--- src/rtl/interleaver_pingpong_ctrl_if.sv ---
// Handshake and RAM-control bundle between the ping-pong controller (master)
// and the interleaver datapath / stream endpoints (slave).
interface interleaver_pingpong_ctrl_if #(
    parameter int ADDR_W = 8
);
    logic              valid_in;
    logic              ready_out;
    logic              wr_en;
    logic              wr_bank;
    logic [ADDR_W-1:0] wr_addr;
    logic              rd_en;
    logic              rd_bank;
    logic [ADDR_W-1:0] rd_index;
    logic              valid_out;
    logic              ready_in;
    logic [ADDR_W-1:0] data_out_index;
    logic              block_done;
    logic [1:0]        bank_full;

    modport master (
        input  valid_in,
        input  ready_in,
        output ready_out,
        output wr_en,
        output wr_bank,
        output wr_addr,
        output rd_en,
        output rd_bank,
        output rd_index,
        output valid_out,
        output data_out_index,
        output block_done,
        output bank_full
    );

    modport slave (
        output valid_in,
        output ready_in,
        input  ready_out,
        input  wr_en,
        input  wr_bank,
        input  wr_addr,
        input  rd_en,
        input  rd_bank,
        input  rd_index,
        input  valid_out,
        input  data_out_index,
        input  block_done,
        input  bank_full
    );
endinterface

--- src/rtl/interleaver_pingpong_ctrl.sv ---
// Two-bank ping-pong sequencer for the bit interleaver RAM: bank ownership,
// write address / read index counters and both stream handshakes. Optional abort port: INTLV_FLUSH_EN.
module interleaver_pingpong_ctrl #(
    parameter int Ncbps  = 192,
    parameter int ADDR_W = 8
) (
    input  logic clk,
    input  logic resetN,
`ifdef INTLV_FLUSH_EN
    input  logic flush,
`endif
    interleaver_pingpong_ctrl_if.master bus
);

    localparam logic [ADDR_W-1:0] LAST = ADDR_W'(Ncbps - 1);

    if (Ncbps < 2 || Ncbps > 256 || (1 << ADDR_W) < Ncbps) begin : g_bad_param
        $error("interleaver_pingpong_ctrl: illegal Ncbps/ADDR_W combination");
    end

    logic [1:0]        bank_full_q, bank_full_d;
    logic              wr_bank_q, wr_bank_d;
    logic              rd_bank_q, rd_bank_d;
    logic              valid_out_q, valid_out_d;
    logic [ADDR_W-1:0] wr_addr_q, wr_addr_d;
    logic [ADDR_W-1:0] rd_index_q, rd_index_d;
    logic [ADDR_W-1:0] data_out_index_q, data_out_index_d;

    logic flush_w;
    logic ready_out_w;
    logic wr_en_w, rd_en_w;
    logic wr_last_w, rd_last_w;
    logic reader_active_w;

`ifdef INTLV_FLUSH_EN
    assign flush_w = flush;
`else
    assign flush_w = 1'b0;
`endif

    assign ready_out_w     = !bank_full_q[wr_bank_q];
    assign reader_active_w = bank_full_q[rd_bank_q];
    // An abort suppresses both RAM strobes so nothing lands in a discarded block.
    assign wr_en_w   = bus.valid_in & ready_out_w & !flush_w;
    assign rd_en_w   = reader_active_w & (!valid_out_q | bus.ready_in) & !flush_w;
    assign wr_last_w = wr_en_w && (wr_addr_q == LAST);
    assign rd_last_w = rd_en_w && (rd_index_q == LAST);

    // Flags only move at block boundaries; an abort releases the reader's bank.
    for (genvar gi = 0; gi < 2; gi++) begin : g_bank
        logic set_w;
        logic clr_w;
        assign set_w = wr_last_w && (wr_bank_q == 1'(gi));
        assign clr_w = (rd_last_w || flush_w) && (rd_bank_q == 1'(gi));
        assign bank_full_d[gi] = (bank_full_q[gi] | set_w) & ~clr_w;
    end

    always_comb begin
        wr_addr_d        = wr_addr_q;
        wr_bank_d        = wr_bank_q;
        rd_index_d       = rd_index_q;
        rd_bank_d        = rd_bank_q;
        data_out_index_d = data_out_index_q;
        valid_out_d      = rd_en_w | (valid_out_q & !bus.ready_in);

        if (flush_w) begin
            wr_addr_d   = '0;
            rd_index_d  = '0;
            rd_bank_d   = rd_bank_q ^ reader_active_w;
            valid_out_d = 1'b0;
        end else begin
            if (wr_en_w) begin
                if (wr_last_w) begin
                    wr_addr_d = '0;
                    wr_bank_d = ~wr_bank_q;
                end else begin
                    wr_addr_d = wr_addr_q + ADDR_W'(1);
                end
            end
            if (rd_en_w) begin
                data_out_index_d = rd_index_q;
                if (rd_last_w) begin
                    rd_index_d = '0;
                    rd_bank_d  = ~rd_bank_q;
                end else begin
                    rd_index_d = rd_index_q + ADDR_W'(1);
                end
            end
        end
    end

    always_ff @(posedge clk or negedge resetN) begin
        if (!resetN) begin
            bank_full_q      <= 2'b00;
            wr_bank_q        <= 1'b0;
            rd_bank_q        <= 1'b0;
            valid_out_q      <= 1'b0;
            wr_addr_q        <= '0;
            rd_index_q       <= '0;
            data_out_index_q <= '0;
        end else begin
            bank_full_q      <= bank_full_d;
            wr_bank_q        <= wr_bank_d;
            rd_bank_q        <= rd_bank_d;
            valid_out_q      <= valid_out_d;
            wr_addr_q        <= wr_addr_d;
            rd_index_q       <= rd_index_d;
            data_out_index_q <= data_out_index_d;
        end
    end

    assign bus.ready_out      = ready_out_w;
    assign bus.wr_en          = wr_en_w;
    assign bus.wr_bank        = wr_bank_q;
    assign bus.wr_addr        = wr_addr_q;
    assign bus.rd_en          = rd_en_w;
    assign bus.rd_bank        = rd_bank_q;
    assign bus.rd_index       = rd_index_q;
    assign bus.valid_out      = valid_out_q;
    assign bus.data_out_index = data_out_index_q;
    assign bus.bank_full      = bank_full_q;
    assign bus.block_done     = valid_out_q & bus.ready_in & (data_out_index_q == LAST);

    // Writer and reader never own the same bank while both are active.
    a_no_set_clr_same_bank : assert property (@(posedge clk) disable iff (!resetN)
        !(wr_last_w && rd_last_w && (wr_bank_q == rd_bank_q)));

endmodule

--- src/flat_wrapper.sv ---
// flat-port wrapper written by rule: the top's interface ports become plain ports
module interleaver_pingpong_ctrl_flat 
#(
    parameter int Ncbps  = 192,
    parameter int ADDR_W = 8
)
  (clk, resetN, bus_valid_in, bus_ready_in, bus_ready_out, bus_wr_en, bus_wr_bank, bus_wr_addr, bus_rd_en, bus_rd_bank, bus_rd_index, bus_valid_out, bus_data_out_index, bus_block_done, bus_bank_full);
  interleaver_pingpong_ctrl_if #(.ADDR_W(ADDR_W)) bus_i ();
  input  logic clk;
  input  logic resetN;
  input wire logic [$bits(bus_i.valid_in)-1:0] bus_valid_in;
  input wire logic [$bits(bus_i.ready_in)-1:0] bus_ready_in;
  output wire logic [$bits(bus_i.ready_out)-1:0] bus_ready_out;
  output wire logic [$bits(bus_i.wr_en)-1:0] bus_wr_en;
  output wire logic [$bits(bus_i.wr_bank)-1:0] bus_wr_bank;
  output wire logic [$bits(bus_i.wr_addr)-1:0] bus_wr_addr;
  output wire logic [$bits(bus_i.rd_en)-1:0] bus_rd_en;
  output wire logic [$bits(bus_i.rd_bank)-1:0] bus_rd_bank;
  output wire logic [$bits(bus_i.rd_index)-1:0] bus_rd_index;
  output wire logic [$bits(bus_i.valid_out)-1:0] bus_valid_out;
  output wire logic [$bits(bus_i.data_out_index)-1:0] bus_data_out_index;
  output wire logic [$bits(bus_i.block_done)-1:0] bus_block_done;
  output wire logic [$bits(bus_i.bank_full)-1:0] bus_bank_full;
  assign bus_i.valid_in = bus_valid_in;
  assign bus_i.ready_in = bus_ready_in;
  assign bus_ready_out = bus_i.ready_out;
  assign bus_wr_en = bus_i.wr_en;
  assign bus_wr_bank = bus_i.wr_bank;
  assign bus_wr_addr = bus_i.wr_addr;
  assign bus_rd_en = bus_i.rd_en;
  assign bus_rd_bank = bus_i.rd_bank;
  assign bus_rd_index = bus_i.rd_index;
  assign bus_valid_out = bus_i.valid_out;
  assign bus_data_out_index = bus_i.data_out_index;
  assign bus_block_done = bus_i.block_done;
  assign bus_bank_full = bus_i.bank_full;
  interleaver_pingpong_ctrl #(.Ncbps(Ncbps), .ADDR_W(ADDR_W)) u_core (.clk(clk), .resetN(resetN), .bus(bus_i));
endmodule
--- config.mk ---
export PLATFORM = sky130hd
export DESIGN_NAME = interleaver_pingpong_ctrl_flat
export DESIGN_NICKNAME = d
export VERILOG_FILES = /design/src/rtl/interleaver_pingpong_ctrl_if.sv /design/src/rtl/interleaver_pingpong_ctrl.sv /design/src/flat_wrapper.sv
export SDC_FILE = /design/constraint.sdc
export NUM_CORES = 1
export LEC_CHECK = 0
export CAP_MARGIN = 20
export CORE_ASPECT_RATIO = 0.75
export CORE_MARGIN = 2
export CORE_UTILIZATION = 45
export CTS_BUF_LIST = sky130_fd_sc_hd__clkbuf_4 sky130_fd_sc_hd__clkbuf_8
export CTS_CLUSTER_DIAMETER = 120
export CTS_CLUSTER_SIZE = 14
export DETAILED_ROUTE_END_ITERATION = 10
export GPL_ROUTABILITY_DRIVEN = 0
export PLACE_DENSITY_LB_ADDON = 0.2
export SLEW_MARGIN = 15
export SYNTH_ARGS = -nofsm -noshare
export SYNTH_HDL_FRONTEND = slang
export SYNTH_SLANG_ARGS = --single-unit
--- constraint.sdc ---
create_clock -name clk -period 1.55 [get_ports clk]
set_clock_uncertainty 0.05 [all_clocks]
set_input_delay 0.2325 -clock clk [delete_from_list [all_inputs] [get_ports clk]]
set_output_delay 0.2325 -clock clk [all_outputs]
set_load 0.1 [all_outputs]
==> results of run 1 <==
==> timing repair <==
item,4_1_cts
endpoints found under the setup margin,23
setup buffers,12
gates resized for setup,26
gates cloned,1
pin swaps,12
==> metrics by stage <==
stage / setup WS [ns] / std cells / util (%)
2_1_floorplan: -0.594 / 123 / -
3_3_place_gp: -0.151 / 215 / 83.7
3_5_place_dp: -0.243 / 215 / 83.7
4_1_cts: -0.167 / 234 / 93.4
==> cells by family after synthesis <==
kind of cell / synth area share (%)
AND/OR/NAND/NOR: 19.2
buffers and inverters: 3.43
multiplexers: 12.4
adder cells (fa/ha/maj): 1.76
AO/OA/AOI/OAI: 8.45
XOR/XNOR: 3.70
flip-flops: 51.1
==> flow_summary.yaml, run 1 <==
run_status:
  status: "stopped before the end"
  stop_stage: "5_1_grt"
  error_line: "[ERROR DPL-0033] detailed placement checks failed during check placement."
yosys:
  yosys-top-cells-area: "dfrtp_1 51%, mux2_2 10%, nand4_1 2.6%, mux2i_1 2.1%, nand3_1 2.1%"
  synthArstFlopShare_pct: 100
  synth-seq-area-share_pct: 51.1
  netlist_instances: 123
  synth_top_area_cell: "dfrtp_1"
  yosys.area.top_type_share_pct: 51.1
  ys.flop_type: "dfrtp_1"
  yosys_warnings: 0
  ys_top_cells_by_count: "29 x dfrtp_1, 13 x mux2_2, 6 x inv_1, 6 x nand3_1, 6 x nand4_1"
  synth_area_per_cell_um2: 11.6
  syn-cell-area_um2: 1420
  synth_edf_count: 0
  ys_types: 38
  synth_nets: 129
  ys_ff_latch: 29
  synth_most_common_cell: "dfrtp_1"
timing:
  worst_endpoint_kind: "top-level output"
  crit_endpoint: "bus_block_done"
placement:
  post_dp_cell_area_um2: 2490
  dp_hpwl_um: 2860
  portBuffers: 36
clocking:
  cts_buffers: 5
  cts-root-buf: "clkbuf_8"
  ctsHtreeMaxLevel: 2
  cts_hold_buf: 0
  clkSinkCount: 29
  clockBufferDepth: 2
grt:
  grt_start_max_net_pins: 30
  antenna_found_initial: 0
floorplanning:
  rows: 17
  initial_core_util_pct: 47.7
  die_h_um: 52.7
  io_pins: 37
  die_w_um: 68.9
==> run 2, diff against run 1 <==
--- a/config.mk
+++ b/config.mk
@@ -6,15 +6,11 @@
 export NUM_CORES = 1
 export LEC_CHECK = 0
 export CAP_MARGIN = 20
-export CORE_ASPECT_RATIO = 0.75
 export CORE_MARGIN = 2
-export CORE_UTILIZATION = 45
-export CTS_BUF_LIST = sky130_fd_sc_hd__clkbuf_4 sky130_fd_sc_hd__clkbuf_8
-export CTS_CLUSTER_DIAMETER = 120
-export CTS_CLUSTER_SIZE = 14
+export CORE_UTILIZATION = 30
 export DETAILED_ROUTE_END_ITERATION = 10
 export GPL_ROUTABILITY_DRIVEN = 0
-export PLACE_DENSITY_LB_ADDON = 0.2
+export PLACE_DENSITY_LB_ADDON = 0.15
 export SLEW_MARGIN = 15
 export SYNTH_ARGS = -nofsm -noshare
 export SYNTH_HDL_FRONTEND = slang
==> constraint.sdc (replaced) <==
create_clock -name clk -period 2 [get_ports clk]
set_clock_uncertainty 0.05 [all_clocks]
set_input_delay 0.3 -clock clk [delete_from_list [all_inputs] [get_ports clk]]
set_output_delay 0.3 -clock clk [all_outputs]
set_load 0.1 [all_outputs]
==> flow_summary.yaml, run 2 <==
placement:
  dp_hpwl_um: 2380
  portBuffers: 36
  pre_cts_slack_ns: 0.0991
worst_setup_path:
  rr_worst_depth: 4
  cp_slowest_stage_delay_ns: 0.51
  cp_max_fo: 11
  crit_start: "u_core.bus.wr_bank$_DFFE_PN0P_"
  critPathCaptureType: "output pin"
  start_kind: "register"
  worst-setup-path-type: "reg -> out"
  r2r-start: "u_core.bus.wr_bank$_DFFE_PN0P_"
  cp.arrival_ns: 1.55
  timing.critical_path.cells: "mux2_4 > clkinvlp_4 > buf_12"
  critPathSlowestCell: "dfrtp_4"
  cp.required_ns: 1.65
grt:
  antenna_found_initial: 0
  grt_pass1_wl_um: 5480
  gr-total-overflow: 0
  grt_use_met1_pct: 16.8
  use_met2_pct: 22.1
  grt_start_max_net_pins: 30
  grt_busiest_layer: "met2"
  met3_usage_pct: 4.97
  first_global_vias: 1108
  track_usage_pct: 13.8
run_status:
  status: "complete, no violations"
yosys:
  netlist_instances: 123
  yosys.area.top_type_share_pct: 51.1
  ys_top_cells_by_count: "29 x dfrtp_1, 13 x mux2_2, 6 x inv_1, 6 x nand3_1, 6 x nand4_1"
  ys_types: 38
  synthArstFlopShare_pct: 100
  synth_nets: 129
  yosys_warnings: 0
  synth-seq-area-share_pct: 51.1
  ys.flop_type: "dfrtp_1"
  synth_area_per_cell_um2: 11.6
  ys_ff_latch: 29
  syn-cell-area_um2: 1420
  yosys-top-cells-area: "dfrtp_1 51%, mux2_2 10%, nand4_1 2.6%, mux2i_1 2.1%, nand3_1 2.1%"
  synth_most_common_cell: "dfrtp_1"
  synth_top_area_cell: "dfrtp_1"
  synth_edf_count: 0
timing:
  final.period_utilization_pct: 95.2
  finalHoldViolCount: 0
  fin_crit_ns: 1.90
  fmax_mhz: 525
  grt_setup_unrepaired: "false"
  drv_slew: 0
  relSlewSlack_pct: 74.1
  setup_viol: 0
  tightestPinTransition_ns: 0.383
  tns_ns: 0
  timing.final.ws_setup_ns: 0.0963
clocking:
  cts.clk_slew.worst_paths_ns: 0.06
  cts_buffers: 5
  ctsHtreeMaxLevel: 2
  clkSinkCount: 29
  cts-root-buf: "clkbuf_8"
  cts_tree: "yes"
  clkLatencyLatePin_ns: 0.28
  clockBufferDepth: 2
floorplanning:
  die_w_um: 72.8
  rows: 25
  io_pins: 37
  dieArea_um2: 5300
  initial_core_util_pct: 30.7
  core_um2: 4630
  die_h_um: 72.8
layout:
  syn_to_final_growth_pct: 46.7
  utilization_pct: 45.1
  final_common_cell: "buf_4"
  final_cell_mix: "35 x buf_4, 12 x dfrtp_4, 11 x dfrtp_2"
  final_net_count: 175
  drive_gt1_share_pct: 51.8
  n_antenna_cell: 0
route:
  drt_iter0_drc: 76
  antenna_left: 0
  num_vias: 1146
  routed_wl_um: 3420
  drt_first_pass_iters: 3
  drc_errors: 0
  drt-wirelength-per-cell_um: 15.3
  avgViaCountPerCell: 5.12
job:
  cap_violations: 0
min_path:
  holdCritPathClass: "in -> async"
-- run 2: cell counts after synthesis --
No cell type changed its count.
-- run 2: logic make-up after synthesis --
logic type                 count (synthesis)  synth area share [%]
AOI/OAI and AO/OA                         17                  8.45
xor gates and xnor gates                   6                  3.70
adders and majority gates                  2                  1.76
buffers and inverters                     10                  3.43
DFF                                       29                  51.1
muxes                                     16                  12.4
and+or+nand+nor                           43                  19.2
-- run 2: layout make-up --
class / instances / area, um^2
fillers: 434 / 2540
clock buffers: 8 / 90.1
flip-flops and latches: 29 / 785
inverters: 6 / 26.3
multi-input cells: 84 / 724
repair buffers: 43 / 393
well taps: 54 / 67.6
-- run 2: per-stage QoR --
stage / std cells / cell area [um^2] / hold slack [ns]
2_1_floorplan: 123 / 1570 / -0.0456
3_3_place_gp: 214 / 1980 / 0.430
3_5_place_dp: 214 / 1980 / 0.443
4_1_cts: 222 / 2070 / 0.370
5_1_grt: 224 / 2090 / 0.380
6_report: 224 / 2090 / 0.361
-- run 2: worst paths after layout --
check                                                            to  slack (ns)
min                        u_core.bus.data_out_index[2]$_DFFE_PN0P_        0.36
max                                                   bus_ready_out         0.1
max in group asynchronous         u_core.bus.bank_full[1]$_DFF_PN0_        1.22
min reg2reg                       u_core.bus.wr_addr[4]$_DFFE_PN0P_        0.44
max reg2reg                       u_core.bus.wr_addr[7]$_DFFE_PN0P_        0.26
min in group clk                  u_core.bus.wr_addr[4]$_DFFE_PN0P_        0.44
-- run 2: repair_timing --
item | CTS | global route
setup endpoints to repair | 1 | 1
buffers inserted | 0 | 2
hold buffers | 0 | 0
gates resized for setup | 1 | 0
-- run 2: layer usage --
metal | up-vias | routed length (um)
met5 | - | 0
met4 | 0 | 50
met3 | 7 | 177
met2 | 27 | 1720
met1 | 561 | 1470
li1 | 551 | -
-- run 2: worst max-delay path: cells and delay by family (launching register included) --
family	cells	cell delay, ns
DFF	1	0.51
buffers and inverters	2	0.40
muxes	1	0.36
Power of run 2 is left out: the tool's default activity adds up to more than one toggle a clock period on the data nets, which glitch-free logic cannot reach.
==> run 3, diff against run 2 <==
--- a/config.mk
+++ b/config.mk
@@ -6,7 +6,6 @@
 export NUM_CORES = 1
 export LEC_CHECK = 0
 export CAP_MARGIN = 20
-export CORE_MARGIN = 2
 export CORE_UTILIZATION = 30
 export DETAILED_ROUTE_END_ITERATION = 10
 export GPL_ROUTABILITY_DRIVEN = 0
==> constraint.sdc (replaced) <==
create_clock -name clk -period 2 [get_ports clk]
set_clock_uncertainty 0.05 [all_clocks]
set_input_delay 0.3 -clock clk [delete_from_list [all_inputs] [get_ports clk]]
set_output_delay 0.3 -clock clk [all_outputs]
set_load 0.01 [all_outputs]
==> flow_summary.yaml, run 3 (synthesized netlist as in run 2, its figures left out) <==
run_status:
  status: "complete, no violations"
pwr:
  power_uw: 2540
  p_leak_uw: 0.000875
  power.density_nw_per_um2: 1280
  vdd_ir_drop_max_mv: 0.544
worst_setup_path:
  cp.required_ns: 1.65
  critPathCaptureType: "output pin"
  worst-setup-path-type: "reg -> out"
  critPathSlowestCell: "clkdlybuf4s50_1"
  timing.critical_path.cells: "mux2i_2 > nor2_2 > clkdlybuf4s50_1"
  cp_max_fo: 4
  worst-path-buf-inv: 1
  cp_slowest_stage_delay_ns: 0.55
  path_delay_family: "buffers and inverters"
  path_depth: 3
  cp.arrival_ns: 1.57
  rr_worst_depth: 4
  start_kind: "register"
timing:
  tns_ns: 0
  drv_slew: 0
  fmax_mhz: 522
  tightestPinTransition_ns: 0.381
  grt_setup_unrepaired: "false"
  finalHoldViolCount: 0
  whs_ns: 0.355
  fin_crit_ns: 1.92
  relSlewSlack_pct: 73.9
  final.period_utilization_pct: 95.8
  setup_viol: 0
placement:
  dp_hpwl_um: 2340
  placedCellCount: 217
  portBuffers: 36
  post_dp_cell_area_um2: 1900
grt:
  grt_pass1_wl_um: 5520
  antenna_found_initial: 0
  grt_start_max_net_pins: 30
  first_global_vias: 1149
  track_usage_pct: 14.3
  gr-total-overflow: 0
layout:
  syn_to_final_growth_pct: 39.5
  n_antenna_cell: 0
  stdcell_area_um2: 1980
  drive_gt1_share_pct: 17.9
  final_common_cell: "clkdlybuf4s50_1"
  final_cell_mix: "33 x clkdlybuf4s50_1, 29 x dfrtp_1, 12 x mux2_2"
  fin_cells: 225
  final_net_count: 178
  fillers: 431
clocking:
  cts_buffers: 5
  cts_tree: "yes"
  post-cts-setup-buffer-count: 0
  clkSinkCount: 29
  cts.clk_slew.worst_paths_ns: 0.06
  ctsHtreeMaxLevel: 2
  clockBufferDepth: 2
  clkLatencyLatePin_ns: 0.28
  cts-root-buf: "clkbuf_8"
route:
  drt_iter0_drc: 75
  antenna_left: 0
  num_vias: 1160
  drt-wirelength-per-cell_um: 14.7
  drt_first_pass_iters: 6
  avgViaCountPerCell: 5.16
  routed_wl_um: 3300
  drc_errors: 0
floorplanning:
  dieArea_um2: 5020
  rows: 24
  core_um2: 4440
  initial_core_util_pct: 32.0
  die_h_um: 70.8
  io_pins: 37
  die_w_um: 70.8
job:
  cap_violations: 0
min_path:
  holdCritPathClass: "in -> async"
run 3: changes by cell type in the layout (fill, tap and decap cells not counted), sizes merged:
cell,before,now
clkdlybuf4s50,3,33
clkinvlp,1,0
dlygate4sd2,0,2
inv,5,6
dlymetal6s2s,0,1
buf,40,10
run 3: area by class of cell:
| class | instances | area [um^2] | area share, % |
|---|---|---|---|
| sequential | 29 | 726 | 36.6 |
| inverter | 6 | 22.5 | 1.14 |
| timing repair buffer | 46 | 435 | 22.0 |
| clock buffer | 8 | 80.1 | 4.04 |
| tap | 52 | 65.1 | 3.28 |
| multi-input combinational | 84 | 654 | 33.0 |
run 3: metal layers:
metal	GRT usage, %	vias up	share of wire [%]
met5	0	-	0
met4	6.00	0	1.6
met3	4.56	6	4.3
met2	23.9	31	50
met1	17.0	559	44
li1	-	564	-
run 3: per-stage QoR:
stage | utilization [%] | setup slack [ns]
after global placement | 42.7 | 0.0327
after CTS | 44.5 | 0.00816
after global routing | 44.6 | 0.0154
final | 44.6 | 0.0835
after floorplan | - | 0.338
after detailed placement | 42.7 | 0.0134
run 3: final timing paths:
| path | from | to | slack, ns |
|---|---|---|---|
| max | u_core.bus.rd_bank$_DFFE_PN0P_ | bus_rd_en | 0.08 |
| min | resetN | u_core.bus.data_out_index[4]$_DFFE_PN0P_ | 0.36 |
| max reg2reg | u_core.bus.rd_bank$_DFFE_PN0P_ | u_core.bus.rd_index[6]$_DFFE_PN0P_ | 0.33 |
| min reg2reg | u_core.bus.wr_addr[4]$_DFFE_PN0P_ | u_core.bus.wr_addr[4]$_DFFE_PN0P_ | 0.46 |
| max in group asynchronous | resetN | u_core.bus.data_out_index[1]$_DFFE_PN0P_ | 1.26 |
| min in group clk | u_core.bus.wr_addr[4]$_DFFE_PN0P_ | u_core.bus.wr_addr[4]$_DFFE_PN0P_ | 0.46 |
run 3: repair_timing:
action / CTS / global route
cloned: 0 / 0
setup endpoints to repair: 3 / 2
endpoints found under the hold margin: 0 / 0
hold buffers: 0 / 0
gates resized for setup: 3 / 2
run 3: power by group:
part	internal (uW)	total, uW	switching, uW
sequential	780	1010	226
combinational	629	1080	452
clock	247	457	211
run 3: worst reg2reg max path, delay by kind of cell, from the launching register on:
kind / cells / cell delay [ns]
flops: 1 / 0.42
simple gates: 1 / 0.31
buf+inv: 1 / 0.20
mux: 2 / 0.57
(Power assumes the default switching activity.)
